### src/rtl/bp_fe_fetch_buffer.sv
// Fetch buffer between the frontend fetch stage and the backend.
// Circular queue of {pc, instr, metadata, exception}. Flush has priority over enqueue and dequeue.
module bp_fe_fetch_buffer #(
    parameter int els_p            = 4,
    parameter int vaddr_width_p    = 39,
    parameter int instr_width_p    = 32,
    parameter int metadata_width_p = 36,
    localparam int count_width_lp  = $clog2(els_p + 1)
) (
    input  logic                        clk_i,
    input  logic                        reset_i,
    input  logic                        flush_i,

    input  logic                        enq_v_i,
    output logic                        enq_ready_o,
    input  logic [vaddr_width_p-1:0]    enq_pc_i,
    input  logic [instr_width_p-1:0]    enq_instr_i,
    input  logic [metadata_width_p-1:0] enq_metadata_i,
    input  logic                        enq_exception_i,

    output logic                        deq_v_o,
    input  logic                        deq_yumi_i,
    output logic [vaddr_width_p-1:0]    deq_pc_o,
    output logic [instr_width_p-1:0]    deq_instr_o,
    output logic [metadata_width_p-1:0] deq_metadata_o,
    output logic                        deq_exception_o,

    output logic [count_width_lp-1:0]   count_o
);

    localparam int ptr_width_lp   = $clog2(els_p);
    localparam int entry_width_lp = vaddr_width_p + instr_width_p + metadata_width_p + 1;
    localparam logic [ptr_width_lp-1:0]   last_ptr_lp = ptr_width_lp'(els_p - 1);
    localparam logic [count_width_lp-1:0] full_cnt_lp = count_width_lp'(els_p);

    logic [entry_width_lp-1:0] mem_q [els_p];

    logic [ptr_width_lp-1:0]   rptr_q, rptr_d;
    logic [ptr_width_lp-1:0]   wptr_q, wptr_d;
    logic [count_width_lp-1:0] count_q, count_d;

    logic enq, deq;

    // Depth need not be a power of two, so wrap explicitly.
    function automatic logic [ptr_width_lp-1:0] ptr_inc(input logic [ptr_width_lp-1:0] p);
        return (p == last_ptr_lp) ? '0 : p + 1'b1;
    endfunction

    // Handshake flags come from registered count only; no path from yumi or flush.
    assign enq_ready_o = (count_q != full_cnt_lp);
    assign deq_v_o     = (count_q != '0);
    assign count_o     = count_q;

    assign enq = enq_v_i & enq_ready_o & ~flush_i;
    assign deq = deq_yumi_i & deq_v_o & ~flush_i;

    assign {deq_pc_o, deq_instr_o, deq_metadata_o, deq_exception_o} = mem_q[rptr_q];

    always_comb begin
        rptr_d  = rptr_q;
        wptr_d  = wptr_q;
        count_d = count_q;
        if (flush_i) begin
            rptr_d  = '0;
            wptr_d  = '0;
            count_d = '0;
        end else begin
            if (enq) wptr_d = ptr_inc(wptr_q);
            if (deq) rptr_d = ptr_inc(rptr_q);
            case ({enq, deq})
                2'b10:   count_d = count_q + 1'b1;
                2'b01:   count_d = count_q - 1'b1;
                default: count_d = count_q;
            endcase
        end
    end

    always_ff @(posedge clk_i or posedge reset_i) begin
        if (reset_i) begin
            rptr_q  <= '0;
            wptr_q  <= '0;
            count_q <= '0;
        end else begin
            rptr_q  <= rptr_d;
            wptr_q  <= wptr_d;
            count_q <= count_d;
        end
    end

    // Payload storage carries no reset; its contents are meaningless while deq_v_o is low.
    always_ff @(posedge clk_i) begin
        if (enq) mem_q[wptr_q] <= {enq_pc_i, enq_instr_i, enq_metadata_i, enq_exception_i};
    end

    a_no_yumi_when_empty: assert property (@(posedge clk_i) disable iff (reset_i)
        !(deq_yumi_i && !deq_v_o));

    a_count_in_range: assert property (@(posedge clk_i) disable iff (reset_i)
        count_q <= full_cnt_lp);

endmodule
### config.mk
export PLATFORM = sky130hd
export DESIGN_NAME = bp_fe_fetch_buffer
export DESIGN_NICKNAME = d
export VERILOG_FILES = /design/src/rtl/bp_fe_fetch_buffer.sv
export SDC_FILE = /design/constraint.sdc
export NUM_CORES = 1
export LEC_CHECK = 0
export BUFFER_PORTS_ARGS = -buffer_cell sky130_fd_sc_hd__buf_4
export CORE_MARGIN = 4
export CORE_UTILIZATION = 42
export DETAILED_ROUTE_END_ITERATION = 16
export GPL_TIMING_DRIVEN = 0
export PLACE_DENSITY = 0.57
export RECOVER_POWER = 100
export SETUP_SLACK_MARGIN = 0.15
export SYNTH_ARGS = -nofsm -noshare
export SYNTH_HDL_FRONTEND = slang
export SYNTH_SLANG_ARGS = --single-unit
### constraint.sdc
create_clock -name clk_i -period 5.5 [get_ports clk_i]
set_clock_uncertainty 0.1 [all_clocks]
set_input_delay 0.275 -clock clk_i [delete_from_list [all_inputs] [get_ports clk_i]]
set_output_delay 0.275 -clock clk_i [all_outputs]
set_load 0.005 [all_outputs]
Word level (Yosys, flattened, before mapping)
Memory sizes are Yosys's and may differ from the RTL's.
Index checks and enable logic that the tools add are counted.
Storage, ports and cells
  logic and storage cells: 32
  output and inout bits: 113
  memory bits (writable): 432
  memories kept: 1
  register bits: 7
Operators by class
  multiplexer cells: 10
  add/sub/neg operators: 4
  reduce and logical (&&, ||, !) cells: 4
  bitwise gates (word level): 5
  equal/unequal tests: 5
Memories
  mem_q: words 4, width 108, rd ports 1, clocked after Yosys merged registers in 0, wr ports 1, RTL line 36  | logic [entry_width_lp-1:0] mem_q [els_p];
Operator list (count)
  2-bit two-way mux: 6
  2-bit == test, second input constant: 3
  3-bit one-hot mux with 2 select lines: 1
  3-bit nonzero test: 2
  2-bit by 1-bit adder with 2-bit output, second input constant: 2
  1-bit bitwise AND: 4
  2-bit nonzero test: 2
  3-bit by 1-bit adder with 3-bit output, second input constant: 1
  3-bit two-way mux: 1
  3-bit inequality test, second input constant: 1
  3-bit by 1-bit subtractor with 3-bit output, second input constant: 1
  2-bit by 1-bit == test with 1-bit output, second input constant: 1
  1-bit two-way mux: 2
  1-bit NOT: 1

Longest topological paths before layout
  depth in word-level cells: 6
  gate-level depth with buffers: 9
  gate-level depth less buffers: 8

Worst setup path before layout
OpenSTA, ideal clock, no wires.
  path type: reg-to-reg
  from: register count_q[2], in the netlist count_o[2]
  to: memory mem_q[0][0] (netlist bit), enable pin
  setup time: 0.480 ns
  arrival: 3.492 ns
  cell stages (with the launch flop): 6
  path slack: 1.428 ns
  clock period less this slack: 4.072 ns
  path through: dfrtp_1 buf_6 or3b_4 nand2_2 nor2_1 and2_1
Between the ends
  cells in the longest elaborated chain, start to end: 5
Ends and longest elaborated chain
  start, declared: RTL line 40  | logic [count_width_lp-1:0] count_q, count_d;
  start signal, assigned: RTL line 86  | count_q <= count_d;
  3-bit inequality test: RTL line 50  | assign enq_ready_o = (count_q != full_cnt_lp);
  via enq_ready_o: RTL line 15  | output logic enq_ready_o,
  1-bit bitwise AND (2 in a row): RTL line 54  | assign enq = enq_v_i & enq_ready_o & ~flush_i;
  1-bit two-way mux: RTL line 92  | if (enq) mem_q[wptr_q] <= {enq_pc_i, enq_instr_i, enq_metadata_i, enq_exception_i};
  1-bit two-way mux (not written as such): RTL line 92
  end, declared: RTL line 36
The timed path passes the listed nets, and every way through them passes these cells.

Worst setup path after layout
  from: register rptr_q[0]
  to: output port deq_instr_o[21]
Between the ends
  cells in the longest elaborated chain, start to end: 1
Ends and longest elaborated chain
  start, declared: RTL line 38  | logic [ptr_width_lp-1:0] rptr_q, rptr_d;
  start signal, assigned: RTL line 84  | rptr_q <= rptr_d;
  memory 4 x 108 bit
  end, declared: RTL line 24  | output logic [instr_width_p-1:0] deq_instr_o,
No other way between the ends.

==> results by group <==
Outcome
  • Status: finished with violations
  • Failing checks: capacitance limit, slew limit

Worst hold path
  • WHS Endpoint: wptr_q[1]
  • Type of the worst min-delay path: in2reg
  • Hold wc startpoint: enq_v_i
  • Hold path depth: 4

Synthesis
  • Net Count, Synth: 746
  • Synthesized area per cell: 25.6 sq um
  • Top_reg_cell synth: edfxtp_1
  • Post-synth EDFFs: 432
  • Largest area contributor in the netlist: edfxtp_1
  • Register bit total from synthesis: 439
  • Seq/Total Area, Yosys: 81.7%
  • Area share of the largest cell type after synthesis: 80.6%
  • Async set or reset register ratio after synthesis: 1.59%
  • Synth top area cells: edfxtp_1, mux4_2, dfrtp_1, buf_4, ha_1
  • Synthesized cell area: 16100 sq um
  • Yosys warns: 0
  • Synthesized instance count: 628
  • Synth cell types: 31

Timing
  • Final hold violation count: 0
  • Endpoints failing setup: 0
  • Final period util: 62.5%
  • Fmax: 291 MHz
  • Pins Over Slew Limit: 18
  • Actual slew at the worst max-slew pin: 1.71 ns
  • Max_slew headroom: -14.3%
  • Min Tclk post-route: 3.44 ns
  • Hold Worst Slack: 0.0938 ns
  • RSZ-0062 raised after global routing: no

Global route
  • Number of global-route vias before repair: 8413
  • Grt total ovfl: 0
  • Total GRT Usage: 15.7%
  • First-pass GRT wire length: 49.6 mm
  • Initial antenna violation count: 0
  • Largest net degree at the start of global routing: 55

Die
  • Core ar.: 37800 sq um
  • Row cnt: 71
  • Die area: 41500 sq um
  • Die Wd: 204 um
  • Initial Util: 42.6%
  • Ports: 226
  • Die H: 204 um

Critical path
  • Register-to-Register Path Depth: 6
  • Worst R2R End: mem_q[3][40]
  • Worst Path Required: 5.12 ns
  • CP max stage cell: clkbuf_1
  • Crit path largest cell delay: 0.77 ns
  • CP delay by family, top: buffers and inverters
  • Most frequent cell on the critical path: clkbuf_1
  • R2R Setup Slk: 2.16 ns
  • Worst path bufs/invs: 3
  • Crit-path max FO: 10
  • CP cell instances: clkbuf_1 -> clkbuf_1 -> mux4_2 -> buf_4
  • CP Capture Type: output port
  • Critical path launch point type: flop
  • Critical path class: reg2out
  • Reg2Reg Launch Point: count_o[2]
  • Worst EP arrival: 3.07 ns

CTS
  • Clk slew on worst S/H paths: 0.06 ns
  • Num CTS Buffers: 46
  • CTS root buf: clkbuf_16
  • CTS tree: done
  • Clock Latency Late Sink: 0.54 ns
  • CTS H-tree depth: 2
  • Longest Clk Path Bufs: 3
  • Post-cts repair resize count: 0
  • Clock Sinks: 439
  • Setup bufs post-CTS: 0

Pwr
  • Logic pwr share: 10.1%
  • Leakage power: 6.51 nW
  • Power share of the clock group: 38.5%
  • Sequential Power Share: 51.4%
  • P per Cell Area: 361 nW/um^2
  • Internal power: 0.00583 W
  • Max IR drop VDD: 0.264 mV
  • Net Switching: 0.00157 W
  • Sw frac: 21.2%

Route
  • DR WL/cell: 20.6 um
  • Vias/cell: 4.96
  • Total wire length: 32.2 mm
  • Routed Antenna Nets: 0
  • Via count: 7746
  • Drt first pass iters: 4
  • Drt first-iter violations: 416
  • # DRC: 0

Layout
  • Antenna Cells: 0
  • Filler-free cell count of the finished design: 1563
  • Share of layout cells above drive strength 1: 24.2%
  • # nets final: 1136
  • Layout area overhead: 27.3%

Placement
  • Placed Cells: 1371
  • Port bufs: 224
  • Routability congestion estimate from global placement: 0.685
  • Hpwl dp: 19.5 mm

Job
  • Max-cap check violation count: 1
## cell usage in the layout (no fill, tap or decap), drive strengths merged, types with 4 or more instances in the layout
cell type    Yosys  layout
ha               4       4
a21oi            4       4
and2             4       4
inv              3       5
nand3            6       6
mux4           108     108
nor2             5       5
clkinv           0      16
dlygate4sd3      0     110
edfxtp         432     432
dfrtp            7       7
buf             22      30
nand2            6       6
clkbuf           6     291
## logic make-up (layout without fill, tap and decap cells)
group,Yosys count,in the layout,share of synthesized area [%]
flip-flops,439,439,81.7
multiplexers,109,109,15.2
buffers and inverters,31,455,1.09
AND/OR/NAND/NOR,30,30,0.995
AO/OA/AOI/OAI,10,10,0.404
adder cells (fa/ha/maj),5,5,0.435
XOR/XNOR,4,4,0.218
## metal layers
layer  wire length, um  vias to the layer above  global-route usage, %
li1                  -                     3474                      -
met1             13500                     4025                   21.0
met2             16100                      206                   25.7
met3              1990                       41                   3.80
met4               619                        0                   4.87
met5                 0                        -                      0
## area by class of cell
| type | count | area [sq um] |
|---|---|---|
| Inverter | 3 | 11.3 |
| Clock inverter | 21 | 156 |
| Sequential cell | 439 | 13100 |
| Fill cell | 3016 | 17300 |
| Tap cell | 511 | 639 |
| Multi-Input combinational cell | 158 | 2770 |
| Timing Repair Buffer | 342 | 2410 |
| Buffer | 28 | 116 |
| Clock buffer | 61 | 1230 |
## per-stage QoR
step	setup slack [ns]	util [%]	cell area (sq um)	power [W]	TNS, ns
after floorplan	1.43	-	16100	0.00426	0
after global placement	-0.884	48.8	18400	0.00467	-360.67
after detailed placement	3.04	49.4	18600	0.00467	0
after CTS	2.69	55.9	21100	0.00761	0
after global routing	1.78	54.3	20500	0.00772	0
final	2.06	54.3	20500	0.00739	0
## power groups by stage
| stage | registers [W] | logic (W) | clock network [W] |
|---|---|---|---|
| 2_1_floorplan | 0.00388 | 0.000387 | 0 |
| 3_3_place_gp | 0.00389 | 0.000777 | 0 |
| 3_5_place_dp | 0.00387 | 0.000795 | 0 |
| 4_1_cts | 0.00380 | 0.000864 | 0.00294 |
| 5_1_grt | 0.00381 | 0.000817 | 0.00310 |
| 6_report | 0.00380 | 0.000744 | 0.00285 |
## registers in the layout, summed over array words and instances (netlist names)
signal,cells
mem_q,432
count_o,3
rptr_q,2
wptr_q,2
## worst min-delay path, stage by stage
cell and delay (ns):
buf_4 0.12, buf_2 0.17, nand3_1 0.08, a21oi_1 0.05
## synth_stat cells, drive strengths merged (2+ instances only)
cell type  instances
and2               4
nor3               2
ha                 4
nand2              6
buf               22
mux4             108
clkbuf             6
nor2               5
nand3              6
xor2               3
o21ai              2
edfxtp           432
or3b               2
dfrtp              7
inv                3
a21oi              4
or3                3
## worst max path at each step
stage	start	endpoint	slack [ns]	cells after the start
floorplan	count_o[2]	mem_q[0][0]	1.43	5
global placement	count_o[2]	mem_q[1][43]	-0.88	5
finish	rptr_q[0]	deq_instr_o[21]	2.06	4
global route	rptr_q[0]	deq_instr_o[21]	1.78	4
CTS	rptr_q[1]	deq_instr_o[17]	2.69	4
detailed placement	count_o[2]	mem_q[0][21]	3.04	6
## repair_timing
| action | in CTS | in global routing |
|---|---|---|
| setup endpoints to repair | 0 | 0 |
| hold endpoints to repair | 441 | 0 |
| hold buffers | 110 | 0 |
(Power assumes the default switching activity.)
